--- config.mk ---
export PLATFORM = sky130hd
export DESIGN_NAME = divclk_monitor_flat
export DESIGN_NICKNAME = d
export VERILOG_FILES = /design/src/rtl/divclk_monitor_if.sv /design/src/rtl/divclk_monitor.sv /design/src/flat_wrapper.sv
export SDC_FILE = /design/constraint.sdc
export NUM_CORES = 1
export LEC_CHECK = 0
export ABC_AREA = 1
export CAP_MARGIN = 10
export CORE_AREA = 5 5 48 82
export CTS_CLUSTER_SIZE = 16
export DETAILED_ROUTE_END_ITERATION = 10
export DIE_AREA = 0 0 53 87
export PLACE_DENSITY_LB_ADDON = 0.12
export SYNTH_ARGS = -nofsm -noshare
export SYNTH_HDL_FRONTEND = slang
export SYNTH_SLANG_ARGS = --single-unit
export TNS_END_PERCENT = 10
--- constraint.sdc ---
create_clock -name clk -period 3.2 [get_ports clk]
set_input_delay 0.64 -clock clk [delete_from_list [all_inputs] [get_ports clk]]
set_output_delay 0.64 -clock clk [all_outputs]
set_load 0.1 [all_outputs]
--- src/rtl/divclk_monitor_if.sv ---
// ============================================================================
// Module   : divclk_monitor_if
// Purpose  : Control and measurement bundle between a divided-clock source
//            and divclk_monitor.
// Revision : 1.0  initial release
// ============================================================================
`default_nettype none

interface divclk_monitor_if #(
  parameter int CNT_W = 8
);
  logic             en;
  logic             div_in;
  logic             fault_clr;
  logic             rise_pulse;
  logic             fall_pulse;
  logic [CNT_W-1:0] period;
  logic [CNT_W-1:0] high_time;
  logic             period_valid;
  logic             locked;
  logic             fault;

  modport master (
    output en, div_in, fault_clr,
    input  rise_pulse, fall_pulse, period, high_time, period_valid, locked, fault
  );

  modport slave (
    input  en, div_in, fault_clr,
    output rise_pulse, fall_pulse, period, high_time, period_valid, locked, fault
  );
endinterface

`default_nettype wire

--- src/rtl/divclk_monitor.sv ---
// ============================================================================
// Module   : divclk_monitor
// Purpose  : Edge strobes, period/high-time measurement, lock and sticky fault
//            for a divided clock sampled in the clk domain.
//            Optional duty-cycle qualification: DIVCLK_DUTY_CHECK_EN.
// Revision : 1.0  initial release
// ============================================================================
`default_nettype none

module divclk_monitor #(
  parameter int EXP_PERIOD = 4,
  parameter int TOL        = 0,
  parameter int CNT_W      = 8,
  parameter int LOCK_CNT   = 4
) (
  input  logic              clk,
  input  logic              rst,
  divclk_monitor_if.slave   mon
);

  typedef enum logic [1:0] {
    S_IDLE    = 2'd0,
    S_ACQUIRE = 2'd1,
    S_MEASURE = 2'd2,
    S_LOCKED  = 2'd3
  } state_t;

  localparam int                 c_MATCH_W    = $clog2(LOCK_CNT + 1);
  localparam int                 c_DW         = CNT_W + 2;
  localparam logic [CNT_W-1:0]   c_CNT_MAX    = {CNT_W{1'b1}};
  localparam logic [CNT_W-1:0]   c_CNT_ONE    = CNT_W'(1);
  localparam logic [c_MATCH_W-1:0] c_MATCH_ONE  = c_MATCH_W'(1);
  localparam logic [c_MATCH_W-1:0] c_MATCH_LAST = c_MATCH_W'(LOCK_CNT - 1);
  localparam logic [c_DW-1:0]    c_EXP        = c_DW'(EXP_PERIOD);
  localparam logic [c_DW-1:0]    c_TOL        = c_DW'(TOL);

  state_t                r_state;
  state_t                w_state_nxt;
  logic                  r_div_q;
  logic [CNT_W-1:0]      r_cnt;
  logic [c_MATCH_W-1:0]  r_match_cnt;
  logic                  r_rise_pulse;
  logic                  r_fall_pulse;
  logic [CNT_W-1:0]      r_period;
  logic [CNT_W-1:0]      r_high_time;
  logic                  r_period_valid;
  logic                  r_locked;
  logic                  r_fault;

  logic                  w_rise;
  logic                  w_fall;
  logic                  w_cnt_sat;
  logic                  w_active;
  logic                  w_in_tol;
  logic                  w_measure;
  logic                  w_lock_set;
  logic                  w_lock_clr;
  logic                  w_match_inc;
  logic                  w_match_clr;
  logic                  w_fault_set;
  logic [c_DW-1:0]       w_cnt_x;
  logic [c_DW-1:0]       w_per_dev;
  logic                  w_per_ok;

  assign w_rise    = mon.div_in & ~r_div_q;
  assign w_fall    = ~mon.div_in & r_div_q;
  assign w_cnt_sat = (r_cnt == c_CNT_MAX);
  assign w_active  = (r_state == S_MEASURE) || (r_state == S_LOCKED);

  // The period under test is the count accumulated since the previous rise.
  assign w_cnt_x   = c_DW'(r_cnt);
  assign w_per_dev = (w_cnt_x >= c_EXP) ? (w_cnt_x - c_EXP) : (c_EXP - w_cnt_x);
  assign w_per_ok  = (w_per_dev <= c_TOL);

`ifdef DIVCLK_DUTY_CHECK_EN
  localparam logic [c_DW-1:0] c_TOL2 = c_DW'(2 * TOL);
  logic [c_DW-1:0] w_ht2;
  logic [c_DW-1:0] w_duty_dev;

  assign w_ht2      = {1'b0, r_high_time, 1'b0};
  assign w_duty_dev = (w_ht2 >= w_cnt_x) ? (w_ht2 - w_cnt_x) : (w_cnt_x - w_ht2);
  assign w_in_tol   = w_per_ok & (w_duty_dev <= c_TOL2);
`else
  assign w_in_tol   = w_per_ok;
`endif

  always_ff @(posedge clk or negedge rst) begin
    if (!rst) begin
      r_state <= S_IDLE;
    end else begin
      r_state <= w_state_nxt;
    end
  end

  always_comb begin
    w_state_nxt = r_state;
    w_measure   = 1'b0;
    w_lock_set  = 1'b0;
    w_lock_clr  = 1'b0;
    w_match_inc = 1'b0;
    w_match_clr = 1'b0;
    w_fault_set = 1'b0;
    if (!mon.en) begin
      w_state_nxt = S_IDLE;
      w_lock_clr  = 1'b1;
      w_match_clr = 1'b1;
    end else begin
      case (r_state)
        S_IDLE: w_state_nxt = S_ACQUIRE;
        S_ACQUIRE: begin
          if (w_rise) w_state_nxt = S_MEASURE;
        end
        S_MEASURE: begin
          if (w_rise) begin
            w_measure = 1'b1;
            if (w_in_tol) begin
              w_match_inc = 1'b1;
              if (r_match_cnt == c_MATCH_LAST) begin
                w_state_nxt = S_LOCKED;
                w_lock_set  = 1'b1;
              end
            end else begin
              w_match_clr = 1'b1;
            end
          end else if (w_cnt_sat) begin
            w_fault_set = 1'b1;
            w_lock_clr  = 1'b1;
            w_match_clr = 1'b1;
            w_state_nxt = S_ACQUIRE;
          end
        end
        S_LOCKED: begin
          if (w_rise) begin
            w_measure = 1'b1;
            if (!w_in_tol) begin
              w_fault_set = 1'b1;
              w_lock_clr  = 1'b1;
              w_match_clr = 1'b1;
              w_state_nxt = S_MEASURE;
            end
          end else if (w_cnt_sat) begin
            w_fault_set = 1'b1;
            w_lock_clr  = 1'b1;
            w_match_clr = 1'b1;
            w_state_nxt = S_ACQUIRE;
          end
        end
        default: w_state_nxt = S_IDLE;
      endcase
    end
  end

  always_ff @(posedge clk or negedge rst) begin
    if (!rst) begin
      r_div_q        <= 1'b0;
      r_cnt          <= '0;
      r_match_cnt    <= '0;
      r_rise_pulse   <= 1'b0;
      r_fall_pulse   <= 1'b0;
      r_period       <= '0;
      r_high_time    <= '0;
      r_period_valid <= 1'b0;
      r_locked       <= 1'b0;
      r_fault        <= 1'b0;
    end else begin
      r_div_q        <= mon.div_in;
      r_rise_pulse   <= mon.en & w_rise;
      r_fall_pulse   <= mon.en & w_fall;
      r_period_valid <= w_measure;

      if (!mon.en || (r_state == S_IDLE)) begin
        r_cnt <= '0;
      end else if (w_rise) begin
        r_cnt <= c_CNT_ONE;
      end else if (!w_cnt_sat) begin
        r_cnt <= r_cnt + c_CNT_ONE;
      end

      if (w_measure) r_period <= r_cnt;
      if (mon.en && w_active && w_fall) r_high_time <= r_cnt;

      if (w_match_clr) begin
        r_match_cnt <= '0;
      end else if (w_match_inc) begin
        r_match_cnt <= r_match_cnt + c_MATCH_ONE;
      end

      if (w_lock_set) begin
        r_locked <= 1'b1;
      end else if (w_lock_clr) begin
        r_locked <= 1'b0;
      end

      // A fault event in the same cycle as a clear request keeps the flag set.
      if (w_fault_set) begin
        r_fault <= 1'b1;
      end else if (mon.fault_clr) begin
        r_fault <= 1'b0;
      end
    end
  end

  assign mon.rise_pulse   = r_rise_pulse;
  assign mon.fall_pulse   = r_fall_pulse;
  assign mon.period       = r_period;
  assign mon.high_time    = r_high_time;
  assign mon.period_valid = r_period_valid;
  assign mon.locked       = r_locked;
  assign mon.fault        = r_fault;

endmodule

`default_nettype wire

--- src/flat_wrapper.sv ---
// flat-port wrapper written by rule: the top's interface ports become plain ports
module divclk_monitor_flat 
#(
  parameter int EXP_PERIOD = 4,
  parameter int TOL        = 0,
  parameter int CNT_W      = 8,
  parameter int LOCK_CNT   = 4
)
  (clk, rst, mon_en, mon_div_in, mon_fault_clr, mon_rise_pulse, mon_fall_pulse, mon_period, mon_high_time, mon_period_valid, mon_locked, mon_fault);
  divclk_monitor_if #(.CNT_W(CNT_W)) mon_i ();
  input  logic clk;
  input  logic rst;
  input wire logic [$bits(mon_i.en)-1:0] mon_en;
  input wire logic [$bits(mon_i.div_in)-1:0] mon_div_in;
  input wire logic [$bits(mon_i.fault_clr)-1:0] mon_fault_clr;
  output wire logic [$bits(mon_i.rise_pulse)-1:0] mon_rise_pulse;
  output wire logic [$bits(mon_i.fall_pulse)-1:0] mon_fall_pulse;
  output wire logic [$bits(mon_i.period)-1:0] mon_period;
  output wire logic [$bits(mon_i.high_time)-1:0] mon_high_time;
  output wire logic [$bits(mon_i.period_valid)-1:0] mon_period_valid;
  output wire logic [$bits(mon_i.locked)-1:0] mon_locked;
  output wire logic [$bits(mon_i.fault)-1:0] mon_fault;
  assign mon_i.en = mon_en;
  assign mon_i.div_in = mon_div_in;
  assign mon_i.fault_clr = mon_fault_clr;
  assign mon_rise_pulse = mon_i.rise_pulse;
  assign mon_fall_pulse = mon_i.fall_pulse;
  assign mon_period = mon_i.period;
  assign mon_high_time = mon_i.high_time;
  assign mon_period_valid = mon_i.period_valid;
  assign mon_locked = mon_i.locked;
  assign mon_fault = mon_i.fault;
  divclk_monitor #(.EXP_PERIOD(EXP_PERIOD), .TOL(TOL), .CNT_W(CNT_W), .LOCK_CNT(LOCK_CNT)) u_core (.clk(clk), .rst(rst), .mon(mon_i));
endmodule
Yosys cells after proc, flatten, opt, wreduce, memory -nomap -nowiden
Cells that the tools add are included.
{ "word_totals": {"latch_bits": 0, "memories": 0, "romBits": 0, "word_cells": 84, "regBits": 35, "input_bits": 5, "output_inout_bits": 21, "mem_bits_rw": 0} }
{ "op_classes": {"multipliers": 0, "muxes": 40, "order_cmp": 2, "reduce_logical": 11, "bitwise_logic": 6, "n_eq_ne": 10, "n_div": 0, "addsub": 4, "shift": 0} }
{ "ops": {"columns": ["op", "n"], "rows": [
  ["two-way mux 1 bit", 24],
  ["two-way mux 8 bit", 3],
  ["two-way mux 2 bit", 8],
  ["!= test 4 bit (second input constant)", 3],
  ["<= comparator 10 x 1 -> 1 bit (second input constant)", 1],
  ["two-way mux 10 bit", 1],
  ["subtractor 3 x 8 -> 9 bit (first input constant)", 1],
  ["subtractor 8 x 3 -> 9 bit (second input constant)", 1],
  ["adder 8 x 1 -> 8 bit (second input constant)", 1],
  ["equality test 8 bit (second input constant)", 1],
  ["greater-or-equal comparator 8 x 3 -> 1 bit (second input constant)", 1],
  ["case mux 2 bit (4 select lines)", 1],
  ["two-way mux 3 bit", 2],
  ["!= test 3 x 2 -> 1 bit (second input constant)", 2],
  ["nonzero test 2 bit", 3],
  ["bitwise AND 1 bit", 4],
  ["equality test 2 bit (second input constant)", 2],
  ["AND reduction 4 bit", 1],
  ["adder 3 x 1 -> 3 bit (second input constant)", 1],
  ["equality test 3 x 2 -> 1 bit (second input constant)", 1],
  ["equality test 2 x 1 -> 1 bit (second input constant)", 1],
  ["logical AND 1 bit", 2],
  ["zero test 2 bit", 1],
  ["logical OR 1 bit", 2],
  ["4 further kinds", 5]
]} }

Longest topological paths before layout
{ "depth": {"depth_word": 9, "mapped_depth": 10, "depth_no_buf": 10} }

Least setup slack after synthesis
Ideal clock, no wire load.
{ "synth_path": {"path_type": "register -> output", "start": "register u_core.r_locked, in the netlist u_core.mon.locked", "end": "output port mon_locked", "slack_ns": 1.662, "required_time_ns": 2.560, "arrival_ns": 0.898, "path_stages_with_launch": 1, "path_buffers": 0, "cell_sequence": "dfrtp_1"} }
{ "synth_lines": {"columns": ["element", "line_no", "text"], "rows": [
  ["from (decl)", "divclk_monitor.sv:47", "logic r_locked;"],
  ["from (signal assigned)", "divclk_monitor.sv:163", "r_locked <= 1'b0;"],
  ["from (signal assigned)", "divclk_monitor.sv:189", "r_locked <= 1'b1;"],
  ["from (signal assigned)", "divclk_monitor.sv:191", "r_locked <= 1'b0;"],
  ["to (decl)", "flat_wrapper.sv:21", "output wire logic [$bits(mon_i.locked)-1:0] mon_locked;"]
]} }
No word-level cell between the ends.

Worst setup path in the final report
{ "layout_path": {"start": "input port mon_div_in", "end": "register u_core.r_match_cnt[0]"} }
{ "layout_via": {"elab_chain_len": 5, "elab_cells_between_ends": 9, "cone_classes": "7 x mux; 1 x bitwise; 1 x reduce/logical"} }
{ "layout_rtl": {"columns": ["element", "line_no", "text"], "rows": [
  ["from (decl)", "flat_wrapper.sv:14", "input wire logic [$bits(mon_i.div_in)-1:0] mon_div_in;"],
  ["bitwise AND 1 bit *", "divclk_monitor.sv:65", "assign w_rise = mon.div_in & ~r_div_q;"],
  ["two-way mux 1 bit, on equally long branches", "divclk_monitor.sv:133, divclk_monitor.sv:114", null],
  ["two-way mux 1 bit, on equally long branches", null, null],
  ["two-way mux 1 bit", "divclk_monitor.sv:103", "if (!mon.en) begin"],
  ["two-way mux 3 bit or nonzero test 2 bit (tied branches)", null, null],
  ["to (signal assigned)", "divclk_monitor.sv:185", "r_match_cnt <= r_match_cnt + c_MATCH_ONE;"],
  ["to (decl)", "divclk_monitor.sv:41", "logic [c_MATCH_W-1:0] r_match_cnt;"]
]} }
Every way passes the cells marked *; elsewhere a longest branch is shown, timed or not.
A chain may end at the register's enable or synchronous reset.

==> metrics.txt <==
status=finished, final reports clean; final setup vio count=0; Crit. End Element=flop; clk sinks=35; setup TNS=0 ns; H-tree levels=2; simple-gate portion of the synthesized area=25.6%; first-pass GRT wire length=about 5900 um; Unique masters post-synth=24; Avg WL per Cell=12.9 um; cts-stage hold buffer count=0; Num CTS Buffers=5; largest net degree at the start of global routing=36; Die X=53 um; Rows=28; RSZ-0062 raised after global routing=false; syn nets=around 200; commonest non-fill, non-tap cell in the layout=nand2_1; Final Hold Vio Count=0; Worst Max-Slew Pin Slew=0.423 ns; first drt pass iteration count=4; FF+latch count, synth=35; Synth async-reset ratio=100%; layout cells sized above 1=22.4%; ant diodes=0; DPL Wire Length=about 2700 um; Hold Path Class=reg2reg; min cycle time layout=approximately 1.9 ns; Worst slew margin=71.8%; die height=87 um; Core ar.=3260 um2; TritonCTS clock tree=yes; Final ANT Viol Nets=0; initial antenna violation count=0; Max Fanout on Critical Path=18; P_leak=0.984 nW; total wire length=between 3000 and 4000 um; via count=about 1400; Most used DFF post-synth=dfrtp_1; fmax=529 MHz; clk_lat worst skew=0.28 ns; Overflow after GRT=0; Post-synth EDFFs=0; global placer's final weighted congestion=~0.86; nets@finish=roughly 230; post-synthesis mux area share=0%; Post-CTS Setup Inserts=0; clk buf depth=2; drt drc=0; Filler Cells Inserted=296; Synth Area in Compound Gates=12.0%; hold path depth=2; vias in the first global route=roughly 1400; Layout Skew=0.00514 ns; Initial Util=about 52%; count of input and output buffers=25; Cell Area, Synth=1690 um2; share of the yosys chip area belonging to registers=51.7%; CP startpoint kind=primary input; area of the die=4610 um2; MaxCap Viol Count=0; xor and xnor fraction of the mapped netlist area=0.517%; GRT Total Usage=17.5%; Final Slew Violations=0; post-synthesis adder-cell area fraction=between 4 and 5%; Mapped Avg Cell Area=8.82 um2; hold slack=0.482 ns; power density over the cells=529 nW/um2; register clock-pin slew on the reported worst setup and hold paths=roughly 0.060 ns; drt initial violations=24; routed vias/inst=5.10; largest family of logic cells by synthesized area=simple AND/OR/NAND/NOR gates; post-cts resize count=0; Cells after Synth=192; critical path required time=3.41 ns; Yosys warnings=0; Root Driver=clkbuf_8; critical path class=in2reg; # IOs=26; CP arrival=around 2.1 ns; largest vdd supply drop=0.410 mV; worst r2r path cells=8; most frequent cells in the layout=50 x nand2_1, 35 x dfrtp_1, 22 x buf_4; synth-to-layout area growth=19.7%; period utilisation layout=about 60%
==> where the power goes <==
part,leakage (nW),internal [mW],switching [mW]
Sequential,0.480,0.471,0.0332
Clock,0.0470,0.169,0.144
Combinational,0.457,0.0567,0.198
Total,0.984,0.696,0.375
==> final timing paths <==
kind                                         startpoint                             endpoint  slack (ns)
setup / recovery                             mon_div_in    u_core.r_match_cnt[0]$_DFFE_PN0P_        1.31
hold / removal             u_core.mon.fault$_DFFE_PN0P_         u_core.mon.fault$_DFFE_PN0P_        0.48
setup reg to reg            u_core.r_cnt[2]$_DFFE_PN0P_    u_core.r_match_cnt[0]$_DFFE_PN0P_        1.54
hold reg to reg            u_core.mon.fault$_DFFE_PN0P_         u_core.mon.fault$_DFFE_PN0P_        0.48
max in group asynchronous                           rst          u_core.r_cnt[2]$_DFFE_PN0P_        2.12
min in group asynchronous                           rst  u_core.mon.high_time[2]$_DFFE_PN0P_        0.78
==> synth_stat cells, types with 2 or more instances <==
| cell | number | area, um2 |
|---|---|---|
| nor2_4 | 2 | 22.5 |
| nand3_1 | 12 | 60.1 |
| a21oi_1 | 7 | 35.0 |
| dfrtp_1 | 35 | 876 |
| o21ai_2 | 9 | 78.8 |
| o21ai_0 | 12 | 60.1 |
| inv_2 | 4 | 15.0 |
| nand2_1 | 50 | 188 |
| a211oi_1 | 2 | 15.0 |
| nor2_1 | 18 | 67.6 |
| nor3_1 | 3 | 15.0 |
| nand2_2 | 3 | 18.8 |
| nand3b_1 | 2 | 15.0 |
| inv_1 | 18 | 67.6 |
| ha_1 | 6 | 75.1 |
==> routing by layer <==
layer	part of all wire, %	wire [um]	GRT usage, %
met5	0	0	0
met4	1.8	61	11.2
met3	4.6	160	4.12
met2	56	1940	31.2
met1	38	1310	17.3
==> critical path, stage by stage <==
cell and delay [ns]:
clkdlybuf4s50_1 0.58, inv_2 0.07, nor2_4 0.12, nand3_4 0.19
nor2_4 0.20, nand2_2 0.09, nand2_1 0.08, nand2_1 0.05
nor2_1 0.08
==> flip-flops by register name, summed over array words and instances, names as in the netlist <==
signal and count:
u_core.r_div_q 1, u_core.mon.fall_pulse 1, u_core.r_match_cnt 3, u_core.r_cnt 8, u_core.mon.period_valid 1, u_core.mon.locked 1, u_core.r_state 2, u_core.mon.fault 1
u_core.mon.period 8, u_core.mon.rise_pulse 1, u_core.mon.high_time 8
==> per-stage QoR <==
stage          setup slack [ns]  utilization [%]  instance area [um2]  power, mW  cells
2_1_floorplan              1.66                -                 1690      0.699    192
3_3_place_gp               1.09             59.5                 1940      0.762    261
3_5_place_dp               1.00             59.5                 1940      0.767    261
4_1_cts                    1.31             62.2                 2030       1.08    268
5_1_grt                    1.18             62.2                 2030       1.12    268
6_report                   1.31             62.2                 2030       1.07    268
==> kinds of logic after synthesis <==
kind of cell / Yosys count
buffers and inverters: 24
xor gates and xnor gates: 1
DFF: 35
adders and majority gates: 6
and+or+nand+nor: 94
AOI/OAI and AO/OA: 32
==> area by class of cell <==
type	instances	area [um2]	share of cell area, %
Timing Repair Buffer	26	205	10.1
Clock inverter	1	5.00	0.247
Multi-Input combinational cell	133	719	35.5
Clock buffer	6	82.6	4.07
Sequential cell	35	876	43.2
Tap cell	45	56.3	2.78
Inverter	22	82.6	4.07
Note: power is estimated with default switching activity, not from simulation.
